<file path="src/rtl/lsu_split.sv">
// Load/store unit: sits between the executor and writeback. Drives a
// valid/ready memory bus with word-aligned beats. A misaligned access is
// split into two beats or trapped, depending on SPLIT_MISALIGNED. An
// optional per-beat timeout turns a stalled bus into a fault. Non-memory
// ops pass straight through to the output register one cycle later.
module lsu_split #(
    parameter int ADDR_W           = 32,
    parameter bit SPLIT_MISALIGNED = 1'b1,
    parameter int TIMEOUT          = 0
) (
    input  logic              clk,
    input  logic              reset,
    input  logic              in_valid,
    output logic              in_ready,
    input  logic [3:0]        in_op,
    input  logic [ADDR_W-1:0] in_addr,
    input  logic [31:0]       in_wdata,
    input  logic [4:0]        in_rd,
    input  logic [31:0]       in_rd_data,
    output logic              out_valid,
    input  logic              out_ready,
    output logic [4:0]        out_rd,
    output logic [31:0]       out_rd_data,
    output logic              out_fault,
    output logic [1:0]        out_fault_code,
    output logic              mem_valid,
    input  logic              mem_ready,
    output logic [ADDR_W-1:0] mem_addr,
    output logic [3:0]        mem_wstrb,
    output logic [31:0]       mem_wdata,
    input  logic [31:0]       mem_rdata
);

    typedef enum logic [1:0] {S_IDLE, S_BEAT0, S_BEAT1} state_t;

    localparam logic [3:0] OP_LB = 4'd1, OP_LH = 4'd2, OP_LW = 4'd3,
                           OP_LBU = 4'd4, OP_LHU = 4'd5,
                           OP_SB = 4'd8, OP_SH = 4'd9, OP_SW = 4'd10;
    localparam logic [1:0] FC_MISALIGN = 2'd1, FC_TIMEOUT = 2'd2;
    localparam int TW = (TIMEOUT > 1) ? $clog2(TIMEOUT + 1) : 1;
    localparam logic [TW-1:0] TMO_LAST = TW'((TIMEOUT > 0) ? TIMEOUT - 1 : 0);

    // Faulting address is reported on the 32-bit result bus.
    function automatic logic [31:0] to32(input logic [ADDR_W-1:0] a);
        logic [31:0] r;
        r = '0;
        for (int i = 0; i < ADDR_W && i < 32; i++) r[i] = a[i];
        return r;
    endfunction

    state_t state_q, state_d;

    // Access context held across the beats
    logic [3:0]        op_q, op_d;
    logic [1:0]        off_q, off_d;
    logic [4:0]        rd_q, rd_d;
    logic [ADDR_W-1:0] addr_q, addr_d;
    logic [3:0]        m_hi_q, m_hi_d;
    logic [31:0]       wd_hi_q, wd_hi_d;
    logic [31:0]       rdata0_q, rdata0_d;
    logic [TW-1:0]     tmo_q, tmo_d;

    // Bus request and result registers
    logic              mem_valid_q, mem_valid_d;
    logic [ADDR_W-1:0] mem_addr_q, mem_addr_d;
    logic [3:0]        mem_wstrb_q, mem_wstrb_d;
    logic [31:0]       mem_wdata_q, mem_wdata_d;
    logic              out_valid_q, out_valid_d;
    logic [4:0]        out_rd_q, out_rd_d;
    logic [31:0]       out_rd_data_q, out_rd_data_d;
    logic              out_fault_q, out_fault_d;
    logic [1:0]        out_fault_code_q, out_fault_code_d;

    logic        is_load, is_store, is_mem, misal, trap, accept;
    logic [3:0]  smask;
    logic [1:0]  off;
    logic [7:0]  m8;
    logic [63:0] d64;
    logic        held_store, last_beat, tmo_hit;
    logic [63:0] rd64;
    logic [31:0] sh32, load_val;

    assign in_ready = !reset && (state_q == S_IDLE) && (!out_valid_q || out_ready);
    assign accept   = in_valid && in_ready;

    // Decode the incoming op into kind and size mask
    always_comb begin
        is_load  = 1'b0;
        is_store = 1'b0;
        smask    = 4'h0;
        case (in_op)
            OP_LB, OP_LBU: begin is_load  = 1'b1; smask = 4'h1; end
            OP_LH, OP_LHU: begin is_load  = 1'b1; smask = 4'h3; end
            OP_LW:         begin is_load  = 1'b1; smask = 4'hF; end
            OP_SB:         begin is_store = 1'b1; smask = 4'h1; end
            OP_SH:         begin is_store = 1'b1; smask = 4'h3; end
            OP_SW:         begin is_store = 1'b1; smask = 4'hF; end
            default: ;
        endcase
    end

    assign is_mem = is_load || is_store;
    assign off    = in_addr[1:0];
    assign m8     = {4'h0, smask} << off;
    assign d64    = {32'h0, in_wdata} << {off, 3'b000};
    assign misal  = ((smask == 4'h3) && off[0]) || ((smask == 4'hF) && (off != 2'd0));
    assign trap   = misal && !SPLIT_MISALIGNED;

    assign held_store = op_q[3];
    assign last_beat  = mem_ready && ((state_q == S_BEAT1) ||
                                      ((state_q == S_BEAT0) && (m_hi_q == 4'h0)));
    assign tmo_hit    = (TIMEOUT > 0) && (state_q != S_IDLE) && !mem_ready && (tmo_q == TMO_LAST);

    // Assemble the load result from one or two beats of read data
    always_comb begin
        rd64     = (state_q == S_BEAT1) ? {mem_rdata, rdata0_q} : {32'h0, mem_rdata};
        sh32     = 32'(rd64 >> {off_q, 3'b000});
        load_val = sh32;
        case (op_q)
            OP_LB:   load_val = {{24{sh32[7]}}, sh32[7:0]};
            OP_LH:   load_val = {{16{sh32[15]}}, sh32[15:0]};
            OP_LBU:  load_val = {24'h0, sh32[7:0]};
            OP_LHU:  load_val = {16'h0, sh32[15:0]};
            default: load_val = sh32;
        endcase
    end

    // State register
    always_ff @(posedge clk) begin
        if (reset) state_q <= S_IDLE;
        else       state_q <= state_d;
    end

    // Next-state logic
    always_comb begin
        state_d = state_q;
        case (state_q)
            S_IDLE:  if (accept && is_mem && !trap) state_d = S_BEAT0;
            S_BEAT0: if (mem_ready)    state_d = (m_hi_q != 4'h0) ? S_BEAT1 : S_IDLE;
                     else if (tmo_hit) state_d = S_IDLE;
            S_BEAT1: if (mem_ready || tmo_hit) state_d = S_IDLE;
            default: state_d = S_IDLE;
        endcase
    end

    // Bus request, beat context and result next-state
    always_comb begin
        op_d             = op_q;
        off_d            = off_q;
        rd_d             = rd_q;
        addr_d           = addr_q;
        m_hi_d           = m_hi_q;
        wd_hi_d          = wd_hi_q;
        rdata0_d         = rdata0_q;
        tmo_d            = tmo_q;
        mem_valid_d      = mem_valid_q;
        mem_addr_d       = mem_addr_q;
        mem_wstrb_d      = mem_wstrb_q;
        mem_wdata_d      = mem_wdata_q;
        out_valid_d      = out_valid_q && !out_ready;
        out_rd_d         = out_rd_q;
        out_rd_data_d    = out_rd_data_q;
        out_fault_d      = out_fault_q;
        out_fault_code_d = out_fault_code_q;

        if (accept && !is_mem) begin
            out_valid_d      = 1'b1;
            out_rd_d         = in_rd;
            out_rd_data_d    = in_rd_data;
            out_fault_d      = 1'b0;
            out_fault_code_d = 2'd0;
        end else if (accept && trap) begin
            out_valid_d      = 1'b1;
            out_rd_d         = 5'd0;
            out_rd_data_d    = to32(in_addr);
            out_fault_d      = 1'b1;
            out_fault_code_d = FC_MISALIGN;
        end else if (accept) begin
            op_d        = in_op;
            off_d       = off;
            rd_d        = in_rd;
            addr_d      = in_addr;
            m_hi_d      = m8[7:4];
            wd_hi_d     = d64[63:32];
            tmo_d       = '0;
            mem_valid_d = 1'b1;
            mem_addr_d  = {in_addr[ADDR_W-1:2], 2'b00};
            mem_wstrb_d = is_store ? m8[3:0] : 4'h0;
            mem_wdata_d = d64[31:0];
        end else if (last_beat) begin
            mem_valid_d      = 1'b0;
            out_valid_d      = 1'b1;
            out_rd_d         = held_store ? 5'd0 : rd_q;
            out_rd_data_d    = held_store ? 32'h0 : load_val;
            out_fault_d      = 1'b0;
            out_fault_code_d = 2'd0;
        end else if ((state_q == S_BEAT0) && mem_ready) begin
            rdata0_d    = mem_rdata;
            tmo_d       = '0;
            mem_addr_d  = mem_addr_q + ADDR_W'(4);
            mem_wstrb_d = held_store ? m_hi_q : 4'h0;
            mem_wdata_d = wd_hi_q;
        end else if (tmo_hit) begin
            mem_valid_d      = 1'b0;
            out_valid_d      = 1'b1;
            out_rd_d         = 5'd0;
            out_rd_data_d    = to32(addr_q);
            out_fault_d      = 1'b1;
            out_fault_code_d = FC_TIMEOUT;
        end else if ((TIMEOUT > 0) && (state_q != S_IDLE)) begin
            tmo_d = tmo_q + TW'(1);
        end
    end

    // Datapath registers
    always_ff @(posedge clk) begin
        if (reset) begin
            op_q             <= '0;
            off_q            <= '0;
            rd_q             <= '0;
            addr_q           <= '0;
            m_hi_q           <= '0;
            wd_hi_q          <= '0;
            rdata0_q         <= '0;
            tmo_q            <= '0;
            mem_valid_q      <= 1'b0;
            mem_addr_q       <= '0;
            mem_wstrb_q      <= '0;
            mem_wdata_q      <= '0;
            out_valid_q      <= 1'b0;
            out_rd_q         <= '0;
            out_rd_data_q    <= '0;
            out_fault_q      <= 1'b0;
            out_fault_code_q <= '0;
        end else begin
            op_q             <= op_d;
            off_q            <= off_d;
            rd_q             <= rd_d;
            addr_q           <= addr_d;
            m_hi_q           <= m_hi_d;
            wd_hi_q          <= wd_hi_d;
            rdata0_q         <= rdata0_d;
            tmo_q            <= tmo_d;
            mem_valid_q      <= mem_valid_d;
            mem_addr_q       <= mem_addr_d;
            mem_wstrb_q      <= mem_wstrb_d;
            mem_wdata_q      <= mem_wdata_d;
            out_valid_q      <= out_valid_d;
            out_rd_q         <= out_rd_d;
            out_rd_data_q    <= out_rd_data_d;
            out_fault_q      <= out_fault_d;
            out_fault_code_q <= out_fault_code_d;
        end
    end

    assign mem_valid      = mem_valid_q;
    assign mem_addr       = mem_addr_q;
    assign mem_wstrb      = mem_wstrb_q;
    assign mem_wdata      = mem_wdata_q;
    assign out_valid      = out_valid_q;
    assign out_rd         = out_rd_q;
    assign out_rd_data    = out_rd_data_q;
    assign out_fault      = out_fault_q;
    assign out_fault_code = out_fault_code_q;

endmodule

</file>
<file path="config.mk">
export PLATFORM = sky130hd
export DESIGN_NAME = lsu_split
export DESIGN_NICKNAME = d
export VERILOG_FILES = /design/src/rtl/lsu_split.sv
export SDC_FILE = /design/constraint.sdc
export NUM_CORES = 1
export LEC_CHECK = 0
export CORE_UTILIZATION = 30
export DETAILED_ROUTE_END_ITERATION = 8
export PLACE_DENSITY = 0.55
export SYNTH_ARGS = -nofsm -noshare
export SYNTH_HDL_FRONTEND = slang
export SYNTH_SLANG_ARGS = --single-unit
</file>
<file path="constraint.sdc">
create_clock -name clk -period 3.02 [get_ports clk]
set_input_delay 0.755 -clock clk [delete_from_list [all_inputs] [get_ports clk]]
set_output_delay 0.755 -clock clk [all_outputs]
set_load 0.005 [all_outputs]
</file>
**Yosys cells after proc, flatten, opt, wreduce, memory -nomap -nowiden**

Index checks and enable logic that the tools add are counted.

- Input port bits: 142
- Output and inout bits: 111
- Bits in registers: 188
- Logic and storage cells: 107
- Memories: 0
- ROM bits: 0
- Bits in writable memories: 0
- Latch bits: 0

- Order comparisons: 0
- Shifts and indexed selects: 3
- Muxes and demuxes: 34
- Reductions and logical operators: 33
- Bitwise logic cells: 3
- $mul: 0
- Eq/ne operators: 19
- Divide/modulo/power cells: 0
- $add $sub $neg: 1

Operators with widths:

| cell | number |
|---|---|
| two-way mux 32 bit | 10 |
| one-hot mux 32 bit (4 select lines) | 1 |
| two-way mux 64 bit | 1 |
| << shifter 32 x 5 -> 64 bit | 1 |
| right shift 64 x 5 -> 32 bit | 1 |
| adder 32 x 3 -> 32 bit, second input constant | 1 |
| two-way mux 4 bit | 5 |
| two-way mux 5 bit | 4 |
| == test 4 x 3 -> 1 bit, second input constant | 4 |
| == test 4 x 2 -> 1 bit, second input constant | 3 |
| == test 4 bit, second input constant | 3 |
| one-hot mux 4 bit (3 select lines) | 1 |
| logical AND 1 bit | 9 |
| OR reduction 3 bit | 3 |
| == test 4 x 1 -> 1 bit, second input constant | 2 |
| two-way mux 2 bit | 4 |
| << shifter 4 x 2 -> 8 bit | 1 |
| two-way mux 1 bit | 7 |
| != test 2 bit, second input constant | 3 |
| one-hot mux 2 bit (3 select lines) | 1 |
| AND reduction 2 bit | 3 |
| AND reduction 3 bit | 2 |
| nonzero test 2 bit | 3 |
| OR reduction 5 bit | 1 |
| 11 further kinds | 19 |

**Longest topological paths before layout**

Gate-level depths: netlist of the first run.

- Depth after elaboration: 8
- Mapped depth: 10
- Gate-level depth less buffers: 7

**Worst setup path before layout of the first run**

OpenSTA, ideal clock, no wires.

- Kind: input to register
- Start point: input port in_op[2]
- End point: register out_rd_data_q[15] (netlist: out_rd_data[15])
- Cell stages on the path: 7
- Arrival time: 2.352 ns
- Required time: 2.941 ns
- Slack: 0.589 ns
- Library setup time: 0.079 ns
- Buffers on the path: 1
- Cells stage by stage: buf_2 > a21o_1 > a221oi_4 > nor2_2 > or3_4 > o2bb2a_4 > a211oi_2

- Longest elaborated chain between the ends: 8
- Elaborated cells on any way between the ends: 19
- Those cells by class: eq/ne (9); mux (3); reduce/logical (7)

RTL lines:

| what | RTL line | text |
|---|---|---|
| from (decl) | 15 | `input logic [3:0] in_op,` |
| == test 4 x 2 -> 1 bit, or another cell as far along | 91 | `case (in_op)` |
| OR reduction 5 bit (no line) / OR reduction 3 bit (equally long branches) | - |  |
| two-way mux 1 bit | 91 |  |
| logical OR 1 bit * | 102 | `assign is_mem = is_load \|\| is_store;` |
| logical NOT 1 bit * | 166 | `if (accept && !is_mem) begin` |
| logical AND 1 bit * | 166 |  |
| != test 2 x 1 -> 1 bit (no line) / nonzero test 2 bit (equally long branches) | - |  |
| AND reduction 2 bit (no line) | - |  |
| to (signal assigned) | 250 | `out_rd_data_q <= out_rd_data_d;` |
| to (decl) | 70 | `logic [31:0] out_rd_data_q, out_rd_data_d;` |

Mark *: on every way between the ends. The rest lies on a longest branch, timed or not.
A chain may end at the register's enable or synchronous reset.

**Worst setup path in the final report of the first run**

- Start point: input port out_ready
- End point: output port in_ready

- Longest elaborated chain between the ends: 2

RTL lines:

| what | RTL line | text |
|---|---|---|
| from (decl) | 21 | `input logic out_ready,` |
| logical OR 1 bit | 83 | `assign in_ready = !reset && (state_q == S_IDLE) && (!out_valid_q \|\| out_ready);` |
| logical AND 1 bit | 83 |  |
| to (decl) | 14 | `output logic in_ready,` |

No other way between the ends.

==> impl_metrics.toml, run 1 <==
[floorplanning]
core-area_sq_um = 30900
rows = 64
initial_utilization = 0.308
pin_count = 253
dieArea_sq_um = 32500
die_h_um = 180
die_x_um = 180

[placed_design]
port_buffers = 247
placed_cells_incl_taps = 1730
placed_cell_area_sq_um = 12500
dp_slack_ns = -0.0134
dpl.hpwl_mm = 25.1
finalWeightedCongestion = 0.850

[worst_setup_path]
worstSetupPathType = "in2out"
cp_data_required_time_ns = 2.26
crit_chain = "clkdlybuf4s50_1 > nand2b_1 > nor4b_2 > clkdlybuf4s50_1"
critPathMaxFanout = 2
cp_slowest_stage_delay_ns = 0.56
crit_buf_inv = 2
arrival_ns = 2.12
worst_setup_path_end_kind = "output port"
start_kind = "primary input"
cp_top_family = "buffers and inverters"
crit_top_cell = "clkdlybuf4s50_1"
critPathSlowestCell = "clkdlybuf4s50_1"

[detailed_routing]
dr.pass1.iters = 5
wl_per_cell_um = 19.8
via_per_inst = 5.43
dr_total_vias = 9600
initialDrtViolationCount = 976
drc = 0
routed_wl_mm = 35.0
ant_nets = 0

[cells_and_area]
layout-drive-gt1-share = 0.118
final_area_sq_um = 13200
final_cells = 1768
nets = 1496
area_growth_pct = 38.1

[power_and_ir_drop]
p_int_mw = 4.26
switchingPower_mw = 1.87
p_leak_nw = 4.51
comb_power_share = 0.218
irDropWorstVdd_mv = 0.378
p_seq_frac = 0.413
p_clk_frac = 0.370
sw_frac_of_total = 0.305
powerDensity_nw_per_um2 = 466

[grt]
overflow = 0
grt_max_degree = 61
grt_pass1_vias = 8768
track_usage = 0.209
antenna_found_initial = 6
grt_pass1_wl_mm = 53.1

[timing]
max_slew_margin = 0.291
fin_ws_ns = 0.143
finalHoldViolations = 0
drv_slew = 0
period_share = 0.953
setup_violations = 0
rsz0062_at_grt = "no"
fin_crit_ns = 2.88
finClkSkew_ns = 0.0214
tightest_slew_ns = 1.06
timing.fmax_mhz = 348

[logic_synthesis]
synth_top_cell_area_share = 0.372
synth_top_area_cell = "dfxtp_1"
synth_cell_types = 68
syn_area_sq_um = 9520
synth_edf_count = 0
postSynthAreaPerCell_sq_um = 8.35
synth_seq_area_share = 0.372
synth-seq-cells = 177
synth_cells = 1140
synth_ff_type = "dfxtp_1"
ys_top_cells_by_area = "dfxtp_1, nand2_1, mux4_2"
async_reset_ff_frac = 0
yosysWarningCount = 0

[clock_network]
cts_tree = "yes"
htree_levels = 4
cts.path.max_buffers = 2
cts_hold_buf = 0
clkTransAtPathRegs_ns = 0.07
numCtsBuffers = 17
clkSinkCount = 177
cts-root-buf = "clkbuf_16"
insertion_delay_ns = 0.44

[run_status]
outcome = "finished, final reports clean"

[worst_hold_path]
hold_class = "reg2reg"

[job]
max_cap_violations = 0
per-stage QoR:
| stage | setup TNS (ns) | util | power (mW) | hold slack, ns |
|---|---|---|---|---|
| finish | 0 | 0.426 | 6.13 | 0.455 |
| global route | 0 | 0.426 | 6.38 | 0.471 |
| CTS | 0 | 0.425 | 6.17 | 0.456 |
| detailed placement | -0.0247 | 0.406 | 3.90 | 0.444 |
| global placement | -0.0392 | 0.406 | 3.90 | 0.439 |
| floorplan | 0 | - | 3.22 | 0.426 |
state kept, by name, summed over array words and instances, names as in the netlist:
name	count
mem_valid	1
mem_wstrb	4
m_hi_q	3
wd_hi_q	24
rd_q	5
op_q	4
off_q	2
out_rd_data	32
mem_addr	30
out_rd	5
out_valid	1
rdata0_q	32
mem_wdata	32
state_q	2
path summary, 6_finish.rpt:
kind / start / to / slack, ns / cells past startpoint
min: wd_hi_q[21] / wd_hi_q[21] / 0.46 / 2
min reg2reg: wd_hi_q[21] / wd_hi_q[21] / 0.46 / 2
max: out_ready / in_ready / 0.14 / 4
max reg2reg: state_q[0] / out_rd_data[27] / 0.52 / 7
kinds of logic after synthesis:
group           count (synthesis)  synth area share
compound gates                332             0.238
xor+xnor                        3           0.00276
fa+ha+maj                       1           0.00131
buf+inv                       115            0.0529
flops                         177             0.372
mux                            87             0.125
other cells                     1          0.000394
simple gates                  424             0.207
power groups by stage:
| stage | clock, mW | combinational, mW | sequential (mW) |
|---|---|---|---|
| final | 2.27 | 1.33 | 2.53 |
| after global routing | 2.41 | 1.43 | 2.54 |
| after CTS | 2.31 | 1.33 | 2.53 |
| after detailed placement | 0 | 1.32 | 2.58 |
| after global placement | 0 | 1.32 | 2.58 |
| after floorplan | 0 | 0.661 | 2.56 |
layout make-up:
cell class | count | area (sq um)
Inverter | 6 | 22.5
Clock buffer | 19 | 453
Fill cell | 3092 | 17800
Multi-Input combinational cell | 852 | 5520
Timing Repair Buffer | 299 | 2970
Antenna cell | 6 | 15.0
Tap cell | 396 | 495
Sequential cell | 177 | 3540
Clock inverter | 13 | 135
cell usage after synthesis (23+ instances only):
library cell,number
mux4_2,23
nand3_1,44
a22oi_1,23
a211oi_1,53
mux2i_1,41
o21ai_0,47
nor2_1,89
a21oi_1,95
clkbuf_1,73
nor3_1,45
dfxtp_1,177
nand2_1,170
tightest hold or removal path, delay by kind of cell, from the launching register on:
kind / cells / cell delay, ns
flip-flops: 1 / 0.31
AND/OR/NAND/NOR: 1 / 0.05
AO/OA/AOI/OAI: 1 / 0.05
cells in the final DEF, fill, tap and decap left out, types with 5 or more instances in the layout:
master           count
o21ai_0             47
mux2i_1             41
nand2_1            169
buf_4               44
nor2_1              89
buf_12               9
o31ai_1              6
a221o_1              9
a32o_1               9
mux2_2              22
diode_2              6
o211ai_1            18
and3_1               7
nand3b_1            21
nor3b_1              7
a2bb2oi_1            5
a22oi_1             23
inv_8                6
o22ai_1             11
nand3_1             44
mux4_2              23
or3_1                5
dfxtp_1            176
clkbuf_16           17
a22o_1               5
a21oi_1             94
nand4_1             11
o221ai_1             8
a211oi_1            53
conb_1               5
nor3_1              45
a311oi_1            11
clkdlybuf4s50_1    245
a221oi_1             7
layer usage:
metal	wire length, um	share of wire	up-vias	global-route usage
met4	588	0.017	0	0.0735
met1	16500	0.47	4609	0.295
met5	0	0	-	0
met3	1940	0.055	25	0.0384
li1	-	-	4656	-
met2	15900	0.46	310	0.318
what timing repair did:
| action | CTS | global route |
|---|---|---|
| setup endpoints to repair | 1 | 0 |
| gates resized for setup | 1 | 0 |
| buffers inserted | 0 | 0 |
Power figures use the tool's default switching activity.
==> inputs of run 2 (changes only) <==
HOLD_SLACK_MARGIN = 0.05   (was unset)
==> results of run 2 <==
Final layout, timing and power as in run 1 (identical DEF).
